$ cat config.mk
export PLATFORM = sky130hd
export DESIGN_NAME = uart_receiver
export DESIGN_NICKNAME = d
export VERILOG_FILES = /design/src/rtl/uart_receiver_pkg.sv /design/src/rtl/uart_receiver_sync.sv /design/src/rtl/uart_receiver.sv
export SDC_FILE = /design/constraint.sdc
export NUM_CORES = 1
export LEC_CHECK = 0
export BUFFER_PORTS_ARGS = -buffer_cell sky130_fd_sc_hd__buf_2
export CORE_MARGIN = 4
export CORE_UTILIZATION = 50
export DETAILED_ROUTE_END_ITERATION = 16
export PLACE_DENSITY = 0.76
export SETUP_SLACK_MARGIN = 0.02
export SLEW_MARGIN = 40
export SYNTH_ARGS = -nofsm -noshare
export SYNTH_HDL_FRONTEND = slang
export SYNTH_SLANG_ARGS = --single-unit
$ cat constraint.sdc
create_clock -name clk -period 4.2 [get_ports clk]
set_input_delay 0.42 -clock clk [delete_from_list [all_inputs] [get_ports clk]]
set_output_delay 0.42 -clock clk [all_outputs]
set_load 0.05 [all_outputs]
$ cat src/rtl/uart_receiver_pkg.sv
// Shared UART definitions: line configuration type, its enums, the receiver
// state encoding and the baud divisor helper used by both the transmitter and
// the receiver so that their bit periods always agree.
package uart_receiver_pkg;

  // Width of bit-period counters; covers CLK_FREQ / 9600 well past 1 GHz.
  localparam int CNT_W = 20;

  typedef enum logic [2:0] {
    BAUD_9600   = 3'd0,
    BAUD_19200  = 3'd1,
    BAUD_38400  = 3'd2,
    BAUD_57600  = 3'd3,
    BAUD_115200 = 3'd4
  } baud_rate_t;

  typedef enum logic [1:0] {
    DATA_5 = 2'd0,
    DATA_6 = 2'd1,
    DATA_7 = 2'd2,
    DATA_8 = 2'd3
  } data_bits_t;

  typedef enum logic [1:0] {
    PARITY_NONE = 2'd0,
    PARITY_EVEN = 2'd1,
    PARITY_ODD  = 2'd2
  } parity_t;

  typedef enum logic [1:0] {
    STOP_1   = 2'd0,
    STOP_1_5 = 2'd1,
    STOP_2   = 2'd2
  } stop_bits_t;

  typedef enum logic {
    LSB_FIRST = 1'b0,
    MSB_FIRST = 1'b1
  } bit_order_t;

  typedef struct packed {
    baud_rate_t baud_rate;
    data_bits_t data_bits;
    parity_t    parity;
    stop_bits_t stop_bits;
    bit_order_t bit_order;
  } uart_config_t;

  typedef enum logic [2:0] {
    ST_IDLE   = 3'd0,
    ST_START  = 3'd1,
    ST_DATA   = 3'd2,
    ST_PARITY = 3'd3,
    ST_STOP   = 3'd4
  } rx_state_t;

  // Clock cycles per bit. Each branch divides by a literal, so with a
  // constant clk_freq this reduces to a small mux of constants.
  // Unknown codes fall back to 9600 baud.
  function automatic logic [CNT_W-1:0] baud_cycles(input int unsigned clk_freq,
                                                   input baud_rate_t  baud_code);
    logic [CNT_W-1:0] cycles;
    case (baud_code)
      BAUD_19200:  cycles = CNT_W'(clk_freq / 19200);
      BAUD_38400:  cycles = CNT_W'(clk_freq / 38400);
      BAUD_57600:  cycles = CNT_W'(clk_freq / 57600);
      BAUD_115200: cycles = CNT_W'(clk_freq / 115200);
      default:     cycles = CNT_W'(clk_freq / 9600);
    endcase
    return cycles;
  endfunction

endpackage

$ cat src/rtl/uart_receiver_sync.sv
// Two-flop synchronizer for an asynchronous, idle-high input.
// Ports:
//   clk   - system clock
//   rst_n - synchronous active-low reset; both flops reset to 1 (idle level)
//   d     - asynchronous input
//   q     - synchronized output, two cycles behind d
module uart_rx_sync (
  input  logic clk,
  input  logic rst_n,
  input  logic d,
  output logic q
);

  logic meta;

  always_ff @(posedge clk) begin
    if (!rst_n) begin
      meta <= 1'b1;
      q    <= 1'b1;
    end else begin
      meta <= d;
      q    <= meta;
    end
  end

endmodule

$ cat src/rtl/uart_receiver.sv
// UART receiver: detects a start bit on the synchronized RX line, samples
// each bit at mid-period, assembles 5-8 data bits LSB- or MSB-first, checks
// parity and the first stop bit, and presents each frame with a strobe.
// Ports:
//   clk, rst_n    - clock, synchronous active-low reset
//   rx            - asynchronous serial input, idle high
//   uart_config   - baud/data bits/parity/stop bits/bit order
//   rx_data       - frame data, zero above the configured width
//   rx_valid      - one-cycle strobe when a frame completes
//   parity_error  - parity mismatch, qualified by rx_valid
//   framing_error - first stop bit sampled low, qualified by rx_valid
//   busy          - receiver is not idle
//   state         - current FSM state, for observation
// Handshake: rx_valid is a push-only strobe with no ready; rx_data and the
// error flags are valid in the rx_valid cycle and hold until the next one.
module uart_receiver
  import uart_receiver_pkg::*;
#(
  parameter int unsigned CLK_FREQ = 1843200
) (
  input  logic         clk,
  input  logic         rst_n,
  input  logic         rx,
  input  uart_config_t uart_config,
  output logic [7:0]   rx_data,
  output logic         rx_valid,
  output logic         parity_error,
  output logic         framing_error,
  output logic         busy,
  output rx_state_t    state
);

  logic             rx_s, rx_prev;
  rx_state_t        state_q, state_d;
  logic [CNT_W-1:0] cnt_q, cnt_d, cpb_q, cpb_d;
  logic [3:0]       nbits_q, nbits_d;
  parity_t          parity_q, parity_d;
  bit_order_t       order_q, order_d;
  logic [2:0]       idx_q, idx_d, pos;
  logic [7:0]       shift_q, shift_d, rx_data_d;
  logic             acc_q, acc_d, perr_q, perr_d;
  logic             rx_valid_d, perr_out_d, ferr_out_d;
  logic             half_tick, bit_tick, last_bit;

  // Stop-bit length only matters to the transmitter; the receiver returns
  // to idle at the middle of the first stop bit.
  logic unused_stop_bits;
  assign unused_stop_bits = ^uart_config.stop_bits;

  uart_rx_sync u_sync (
    .clk   (clk),
    .rst_n (rst_n),
    .d     (rx),
    .q     (rx_s)
  );

  assign half_tick = (cnt_q == (cpb_q >> 1) - CNT_W'(1));
  assign bit_tick  = (cnt_q == cpb_q - CNT_W'(1));
  assign last_bit  = ({1'b0, idx_q} == nbits_q - 4'd1);
  assign pos       = (order_q == MSB_FIRST) ? 3'(nbits_q - 4'd1 - {1'b0, idx_q}) : idx_q;

  always_ff @(posedge clk) begin
    if (!rst_n) begin
      rx_prev       <= 1'b1;
      state_q       <= ST_IDLE;
      cnt_q         <= '0;
      cpb_q         <= '0;
      nbits_q       <= 4'd8;
      parity_q      <= PARITY_NONE;
      order_q       <= LSB_FIRST;
      idx_q         <= '0;
      shift_q       <= '0;
      acc_q         <= 1'b0;
      perr_q        <= 1'b0;
      rx_data       <= '0;
      rx_valid      <= 1'b0;
      parity_error  <= 1'b0;
      framing_error <= 1'b0;
    end else begin
      rx_prev       <= rx_s;
      state_q       <= state_d;
      cnt_q         <= cnt_d;
      cpb_q         <= cpb_d;
      nbits_q       <= nbits_d;
      parity_q      <= parity_d;
      order_q       <= order_d;
      idx_q         <= idx_d;
      shift_q       <= shift_d;
      acc_q         <= acc_d;
      perr_q        <= perr_d;
      rx_data       <= rx_data_d;
      rx_valid      <= rx_valid_d;
      parity_error  <= perr_out_d;
      framing_error <= ferr_out_d;
    end
  end

  always_comb begin
    state_d    = state_q;
    cnt_d      = cnt_q;
    cpb_d      = cpb_q;
    nbits_d    = nbits_q;
    parity_d   = parity_q;
    order_d    = order_q;
    idx_d      = idx_q;
    shift_d    = shift_q;
    acc_d      = acc_q;
    perr_d     = perr_q;
    rx_data_d  = rx_data;
    rx_valid_d = 1'b0;
    perr_out_d = parity_error;
    ferr_out_d = framing_error;
    case (state_q)
      ST_IDLE: begin
        // A falling edge is required, so a line stuck low never restarts.
        if (rx_prev && !rx_s) begin
          state_d  = ST_START;
          cnt_d    = '0;
          cpb_d    = baud_cycles(CLK_FREQ, uart_config.baud_rate);
          nbits_d  = {2'b00, uart_config.data_bits} + 4'd5;
          parity_d = uart_config.parity;
          order_d  = uart_config.bit_order;
          shift_d  = '0;
          perr_d   = 1'b0;
        end
      end
      ST_START: begin
        if (half_tick) begin
          if (!rx_s) begin
            state_d = ST_DATA;
            cnt_d   = '0;
            idx_d   = '0;
            acc_d   = (parity_q == PARITY_ODD);
          end else begin
            state_d = ST_IDLE;
          end
        end else begin
          cnt_d = cnt_q + CNT_W'(1);
        end
      end
      ST_DATA: begin
        if (bit_tick) begin
          cnt_d        = '0;
          shift_d[pos] = rx_s;
          acc_d        = acc_q ^ rx_s;
          idx_d        = idx_q + 3'd1;
          if (last_bit) begin
            state_d = (parity_q == PARITY_NONE) ? ST_STOP : ST_PARITY;
          end
        end else begin
          cnt_d = cnt_q + CNT_W'(1);
        end
      end
      ST_PARITY: begin
        if (bit_tick) begin
          cnt_d   = '0;
          perr_d  = (rx_s != acc_q);
          state_d = ST_STOP;
        end else begin
          cnt_d = cnt_q + CNT_W'(1);
        end
      end
      ST_STOP: begin
        // Outputs register on this edge, so rx_valid rises the cycle after
        // the mid-stop sample while the FSM is already back in idle.
        if (bit_tick) begin
          state_d    = ST_IDLE;
          rx_valid_d = 1'b1;
          rx_data_d  = shift_q;
          perr_out_d = perr_q;
          ferr_out_d = !rx_s;
        end else begin
          cnt_d = cnt_q + CNT_W'(1);
        end
      end
      default: state_d = ST_IDLE;
    endcase
  end

  assign busy  = (state_q != ST_IDLE);
  assign state = state_q;

endmodule

After elaboration in Yosys (flattened, before gate mapping)
Cells that the tools add are included.

Register bits: 77. Input port bits: 13. Output and inout port bits: 15. Logic and storage cells: 103.

Add/sub/neg operators: 7. Magnitude comparators: 2. Equal/unequal tests: 22. Mux-type cells: 35. Bitwise logic cells: 1. Reductions and logical operators: 19.

Operator list (count): two-way mux 20 bit (5); case mux 20 bit (4 select lines) (1); == test 20 bit (2); two-way mux 3 bit (11); case mux 8 bit (4 select lines) (1); adder 20 x 1 -> 20 bit, second input constant (1); subtractor 19 x 1 -> 20 bit, second input constant (1); subtractor 20 x 1 -> 20 bit, second input constant (1); two-way mux 8 bit (2); != test 2 bit, second input constant (8); case mux 8 bit (2 select lines) (1); case mux 3 bit (5 select lines) (1); == test 3 x 2 -> 1 bit, second input constant (4); bitwise mux 8 bit (1); AND reduction 4 bit (2); two-way mux 1 bit (7); == test 3 x 1 -> 1 bit, second input constant (2); == test 3 bit, second input constant (2); case mux 3 bit (2 select lines) (1); AND reduction 2 bit (3); AND reduction 3 bit (2); AND reduction 6 bit (1); nonzero test 2 bit (3); adder 2 x 3 -> 4 bit, second input constant (1); 20 further kinds (22).

Longest topological paths before layout
Gate-level depths: netlist of run 1.

Depth after elaboration: 10. Gate-level depth with buffers: 11. Mapped depth without buffers: 9.

Modules after synthesis
Synthesis of run 1 repeated with hierarchy kept, for this count alone.

Cells, all modules: 421. Area, all modules: 3564.7 um^2.

By module, submodules not included: uart_receiver (times used 1, cells an instance 417, area an instance 3512.1 um^2, seq. area each 1181.1 um^2); uart_rx_sync (times used 1, cells an instance 4, area an instance 52.6 um^2, seq. area each 40.0 um^2).

Least setup slack after synthesis of run 1
No wires, ideal clock.

Path type: register to register. From: register state_q[1], in the netlist state[1]. To: register cnt_q[15]. Data arrival time: 2.535 ns. Required time: 4.083 ns. Path slack: 1.548 ns. Cell stages (with the launch flop): 8. Cell sequence: dfxtp_1 > or3_1 > clkbuf_1 > o21ai_0 > a211o_1 > buf_2 > a22o_1 > a22o_1.

Longest elaborated chain between the ends: 4. Elaborated cells between the ends (all ways): 12. Classes of those cells: eq/ne: 7; mux: 1; reduce/logical: 4.

RTL lines: from (decl) (RTL line uart_receiver.sv:34) `rx_state_t state_q, state_d;`; from (signal assigned) (RTL line uart_receiver.sv:81) `state_q <= state_d;`; == test 3 x 2 -> 1 bit (RTL line uart_receiver.sv:113) `case (state_q)`; OR reduction 2 bit (no source line); nonzero test 4 bit (no source line); AND reduction 4 bit (no source line); to (signal assigned) (RTL line uart_receiver.sv:82) `cnt_q <= cnt_d;`; to (decl) (RTL line uart_receiver.sv:35) `logic [CNT_W-1:0] cnt_q, cnt_d, cpb_q, cpb_d;`.

Several ways; a longest one is shown, not always the timed one. A chain may end at the register's enable or synchronous reset.

Worst setup path after layout of run 1
From: register cpb_q[4]. To: register cnt_q[8].

Longest elaborated chain between the ends: 4. Elaborated cells between the ends (all ways): 10. Classes of those cells: add/sub: 2; eq/ne: 4; mux: 3; reduce/logical: 1.

RTL lines: from (decl) (RTL line uart_receiver.sv:35); from (signal assigned) (RTL line uart_receiver.sv:83) `cpb_q <= cpb_d;`; subtractor 19 x 1 -> 20 bit / subtractor 20 x 1 -> 20 bit (equally long branches) (RTL line uart_receiver.sv:57, uart_receiver.sv:58); == test 20 bit, on equally long branches (RTL line uart_receiver.sv:57, uart_receiver.sv:58); != test 3 bit (no source line) (tied with other cells); AND reduction 4 bit (no source line) / case mux 20 bit (4 select lines) (equally long branches).

Several ways; a longest one is shown, not always the timed one.

==> out/results.txt, run 1 <==
Worst path slowest cell = a211oi_2
Critical path depth = 10
Slew HR = 0.506
Share of cells above drive strength 1 = 0.133
Pin count of the biggest net entering global routing = 40
N_diodes = 0
Critical Path Start = cpb_q[4]$_SDFFE_PN0P_
Via count of the first global-routing pass = 2958
Setup Fix Bufs, Post-CTS = 0
CTS Buffer Depth = 2
Congestion Overflow GR = 0
CTS Buf Count = 9
Post-synth ARST share = 0
Antenna Violating Nets Remaining = 0
Initial antenna violation count = 0
Worst EP arrival = 3360 ps
Delay-heaviest family, CP = compound AO/OA/AOI/OAI gates
F_max = 324 MHz
Mapped Cells = 414
Net Count, Synth = 436
First-pass GRT wire length = 13.6 mm
Post-route setup slack = 1110 ps
Reg-to-reg endpoint = cnt_q[8]$_SDFFE_PN0P_
Site row count = 30
Vias per cell = 6.06
Commonest non-fill, non-tap cell in the layout = dfxtp_1
Final min period = 3090 ps
#FFs+latches synth = 61
CTS root buffer = clkbuf_8
CP cell instances = inv_1, ha_1, nor3b_2, nor4_1, a21oi_2, nor2_4, a211oi_2, buf_4, and2_1, a22o_1
Period utilisation layout = 0.735
Fillers = 617
Worst Skew = 7.97 ps
PostCTS Resize Cnt = 0
Slew @ Worst Pin = 741 ps
R2R Setup Slk = 1110 ps
P_leak = 1.43 nW
I/O pin cnt = 28
RSZ-0062 raised after global routing = no
RR Startpoint = cpb_q[4]$_SDFFE_PN0P_
Critical Path Sink = cnt_q[8]$_SDFFE_PN0P_
Core box area = 6760 um^2
Die Y = 91.2 um
Post-Syn Area per Cell = 8.37 um^2
Ys Warns = 0
Initial DRT Pass Iterations = 4
WP data required = 4480 ps
Total Routed Length = 7.86 mm
DR WL/cell = 15.4 um
Pre-CTS setup slack = 1150 ps
Area fraction of the dominant cell type after synthesis = 0.352
Yosys cell types = 64
Clock sink count = 61
Total GRT Usage = 0.198
Layout area overhead = 8.78%
Buf/Inv on CP = 2
Worst hold path type = in -> reg
PwrDens = 389 nW/um^2
Critical path's largest stage delay = 500 ps
Critical path peak fanout = 11
Starting DRT DRC Count = 161
EDFF count, synth = 0
Die width = 91.2 um
Final hold vios = 0
DRC = 0
Starting density of the core = 0.513
Finished Core Util = 0.558
Commonest non-fill, non-tap cells in the layout = dfxtp_1 (61), nor2_1 (46), nand2_1 (33)
WS Path Type = reg -> reg
TritonCTS clock tree = yes
Final setup vio count = 0
Post-DP HPWL = 5.49 mm
Hold-fix buffer count after cts = 0
CP Capture Type = flip-flop
Fin. max-slew vios = 0
Status = finished clean
Worst VDD drop = 0.297 mV
Synth Cell Area = 3460 um^2
Startpoint Class = flip-flop
Leading area contributor after synthesis = dfxtp_1
IO Port Bufs = 25
Clock slew at reported path FFs = 60 ps
Setup TNS = 0 ps
DR vias = 3087
Reg2Reg Depth = 10
Clk_lat worst skew = 340 ps
Dominant cells by area after synthesis = dfxtp_1 (35%), a22o_1 (5.6%), nor2_1 (5.0%)
Hold depth = 2
Placer Congestion = 0.818
Seq/Total Area, Yosys = 0.352
Max_cap viols = 0
Final net count = 447
Htree depth = 3
Most used flip-flop cell after synthesis = dfxtp_1
Die area = 8320 um^2
-- sequential cells by signal, summed over array words and instances (netlist names), 2 cells and up --
| signal | flops |
|---|---|
| cnt_q | 20 |
| rx_data | 8 |
| parity_q | 2 |
| nbits_q | 4 |
| state | 3 |
| idx_q | 3 |
| cpb_q | 4 |
| shift_q | 8 |
-- report_power, final --
part | internal (mW) | switching [mW] | total, mW
combinational | 0.137 | 0.242 | 0.379
clock | 0.259 | 0.207 | 0.466
sequential | 0.594 | 0.0266 | 0.621
total | 0.990 | 0.476 | 1.47
-- cells by family (layout without fill, tap and decap cells) --
kind of cell / count (synthesis) / count (layout) / synth area share
AOI/OAI and AO/OA: 100 / 100 / 0.216
adders and majority gates: 9 / 9 / 0.0347
buffers and inverters: 41 / 56 / 0.0531
xor gates and xnor gates: 19 / 19 / 0.0480
muxes: 16 / 16 / 0.0466
DFF: 61 / 61 / 0.352
and+or+nand+nor: 168 / 168 / 0.249
-- layer usage --
metal	share of wire	GRT usage	wire, um	vias up
met3	0.045	0.0447	356	25
met5	0	0	0	-
li1	-	-	-	1539
met4	0.024	0.0842	188	0
met2	0.48	0.329	3740	80
met1	0.45	0.245	3570	1443
-- worst min-delay path by stage --
stage | start | to
2_1_floorplan | u_sync.meta$_SDFF_PN1_ | u_sync.q$_SDFF_PN1_
3_3_place_gp | u_sync.meta$_SDFF_PN1_ | u_sync.q$_SDFF_PN1_
3_5_place_dp | u_sync.meta$_SDFF_PN1_ | u_sync.q$_SDFF_PN1_
4_1_cts | rx | u_sync.meta$_SDFF_PN1_
5_1_grt | uart_config[5] | nbits_q[0]$_SDFFE_PN0P_
6_report | rx | u_sync.meta$_SDFF_PN1_
-- cell usage after synthesis, types with 4 or more instances --
cell	number
or3_1	7
a22o_1	22
nor2b_1	4
nand2_1	33
nand3_1	21
nor4_1	6
nor2_1	46
clkbuf_1	17
dfxtp_1	61
inv_1	13
xor2_1	9
o21ai_0	16
mux2i_1	15
and3_1	5
nand2b_1	7
xnor2_1	10
a21oi_1	16
buf_2	5
a22oi_1	5
a32o_1	4
nor3_1	16
nand4_1	9
o211ai_1	6
ha_1	8
-- through the flow --
stage / power (mW) / cell area, um^2 / std cells / hold WS, ps
2_1_floorplan: 0.933 / 3460 / 414 / 386
3_3_place_gp: 0.998 / 3580 / 494 / 399
3_5_place_dp: 1.01 / 3590 / 494 / 399
4_1_cts: 1.48 / 3770 / 509 / 258
5_1_grt: 1.54 / 3770 / 509 / 267
6_report: 1.47 / 3770 / 509 / 269
-- area by class of cell --
cell class                 instances  area (um^2)  share of cell area
multi-input combinational        312         2070               0.550
sequential                        61         1220               0.324
clock buffer                      14          173              0.0458
timing repair buffer              28          148              0.0392
tap                               80          100              0.0266
inverter                          13         48.8              0.0129
clock inverter                     1         5.00             0.00133
No activity file was read; power rests on OpenSTA's default activity.
==> run 2, diff against run 1 <==
==> constraint.sdc (replaced) <==
create_clock -name clk -period 2.9 [get_ports clk]
set_input_delay 0.29 -clock clk [delete_from_list [all_inputs] [get_ports clk]]
set_output_delay 0.29 -clock clk [all_outputs]
set_load 0.05 [all_outputs]
==> out/results.txt, run 2 (synthesis results as in run 1) <==
RSZ-0062 raised after global routing = no
Starting density of the core = 0.513
Total GRT Usage = 0.206
Final min period = 2710 ps
WS Path Type = reg -> reg
DRC = 0
DR vias = 3185
Initial DRT Pass Iterations = 5
Worst VDD drop = 0.405 mV
R2R Setup Slk = 190 ps
Worst hold path type = in -> reg
Site row count = 30
Pin count of the biggest net entering global routing = 39
Flip-flop count of the largest register after layout = 20
Final hold vios = 0
Status = finished clean
Clock slew at reported path FFs = 70 ps
Top Registers = cnt_q x20, rx_data x8, shift_q x8
Fillers = 613
F_max = 368 MHz
Reg with most FFs = cnt_q
CTS root buffer = clkbuf_8
Final setup vio count = 0
DR WL/cell = 15.7 um
Congestion Overflow GR = 0
Clk_lat worst skew = 340 ps
Core box area = 6760 um^2
Post-DP HPWL = 5.91 mm
Max_cap viols = 0
CTS Buffer Depth = 2
Commonest non-fill, non-tap cell in the layout = dfxtp_1
Worst hold margin = 130 ps
P_leak = 1.50 nW
Share of cells above drive strength 1 = 0.165
Placer Congestion = 0.860
Slew @ Worst Pin = 679 ps
I/O pin cnt = 28
Critical path peak fanout = 16
Via count of the first global-routing pass = 2965
Clock sink count = 61
Starting DRT DRC Count = 196
Startpoint Class = flip-flop
First-pass GRT wire length = 14.0 mm
Total Routed Length = 8.22 mm
N_diodes = 0
Layout area overhead = 13.7%
PwrDens = 621 nW/um^2
Die Y = 91.2 um
Worst Skew = 6.37 ps
Antenna Violating Nets Remaining = 0
Worst EP arrival = 2950 ps
Fin. max-slew vios = 0
CP Capture Type = flip-flop
CTS Buf Count = 9
Die area = 8320 um^2
IO Port Bufs = 25
TritonCTS clock tree = yes
Period utilisation layout = 0.936
Vias per cell = 6.10
WP data required = 3140 ps
DP Cell Count = 504
Finished Layout Cells = 522
Initial antenna violation count = 0
Hold-fix buffer count after cts = 0
Htree depth = 3
Slew HR = 0.544
Die width = 91.2 um
Setup TNS = 0 ps
Commonest non-fill, non-tap cells in the layout = dfxtp_1 (60), nor2_1 (46), nand2_1 (33)
Final net count = 459
-- run 2: metal layers --
metal	track usage	part of all wire	vias to the layer above	wire length, um
met3	0.0423	0.061	22	505
met1	0.255	0.43	1494	3540
met4	0.108	0.028	0	232
met5	0	0	-	0
met2	0.338	0.48	110	3940
li1	-	-	1559	-
-- run 2: what timing repair did --
| item | 4_1_cts | 5_1_grt |
|---|---|---|
| buffers inserted | 0 | 2 |
| resized for setup | 0 | 2 |
| setup endpoints to repair | 0 | 19 |
-- run 2: path summary, 6_finish.rpt --
kind                            endpoint  depth (start not counted)                   start
setup / recovery  cnt_q[19]$_SDFFE_PN0P_                         10   cpb_q[6]$_SDFFE_PN0P_
hold / removal    u_sync.meta$_SDFF_PN1_                          2                      rx
setup reg to reg  cnt_q[19]$_SDFFE_PN0P_                         10   cpb_q[6]$_SDFFE_PN0P_
hold reg to reg      u_sync.q$_SDFF_PN1_                          1  u_sync.meta$_SDFF_PN1_
-- run 2: per-stage QoR --
stage	setup slack, ps	util	instance area (um^2)	total power [mW]
finish	185	0.583	3940	2.45
global route	21.5	0.583	3940	2.56
CTS	118	0.580	3920	2.44
detailed placement	118	0.543	3670	1.51
global placement	196	0.543	3670	1.49
floorplan	248	-	3460	1.35
-- run 2: worst max-delay path: stages, from the launching register on --
cell and delay (ps):
dfxtp_1 440, nor3_1 80, ha_1 240, or3_1 340, a211oi_2 300, nand4_4 210
o21ai_4 260, a31oi_2 120, buf_4 210, a22o_1 190, a22o_1 220
-- run 2: report_power, final --
part	total (mW)	internal (mW)	switching (mW)
clock	0.931	0.575	0.356
sequential	0.898	0.860	0.0386
combinational	0.618	0.249	0.369
-- run 2: layout make-up --
class / instances / area (um^2) / share of cell area
sequential: 61 / 1220 / 0.310
multi-input combinational: 312 / 2070 / 0.526
clock inverter: 7 / 123 / 0.0311
tap: 80 / 100 / 0.0254
clock buffer: 9 / 124 / 0.0315
inverter: 13 / 48.8 / 0.0124
timing repair buffer: 40 / 250 / 0.0636
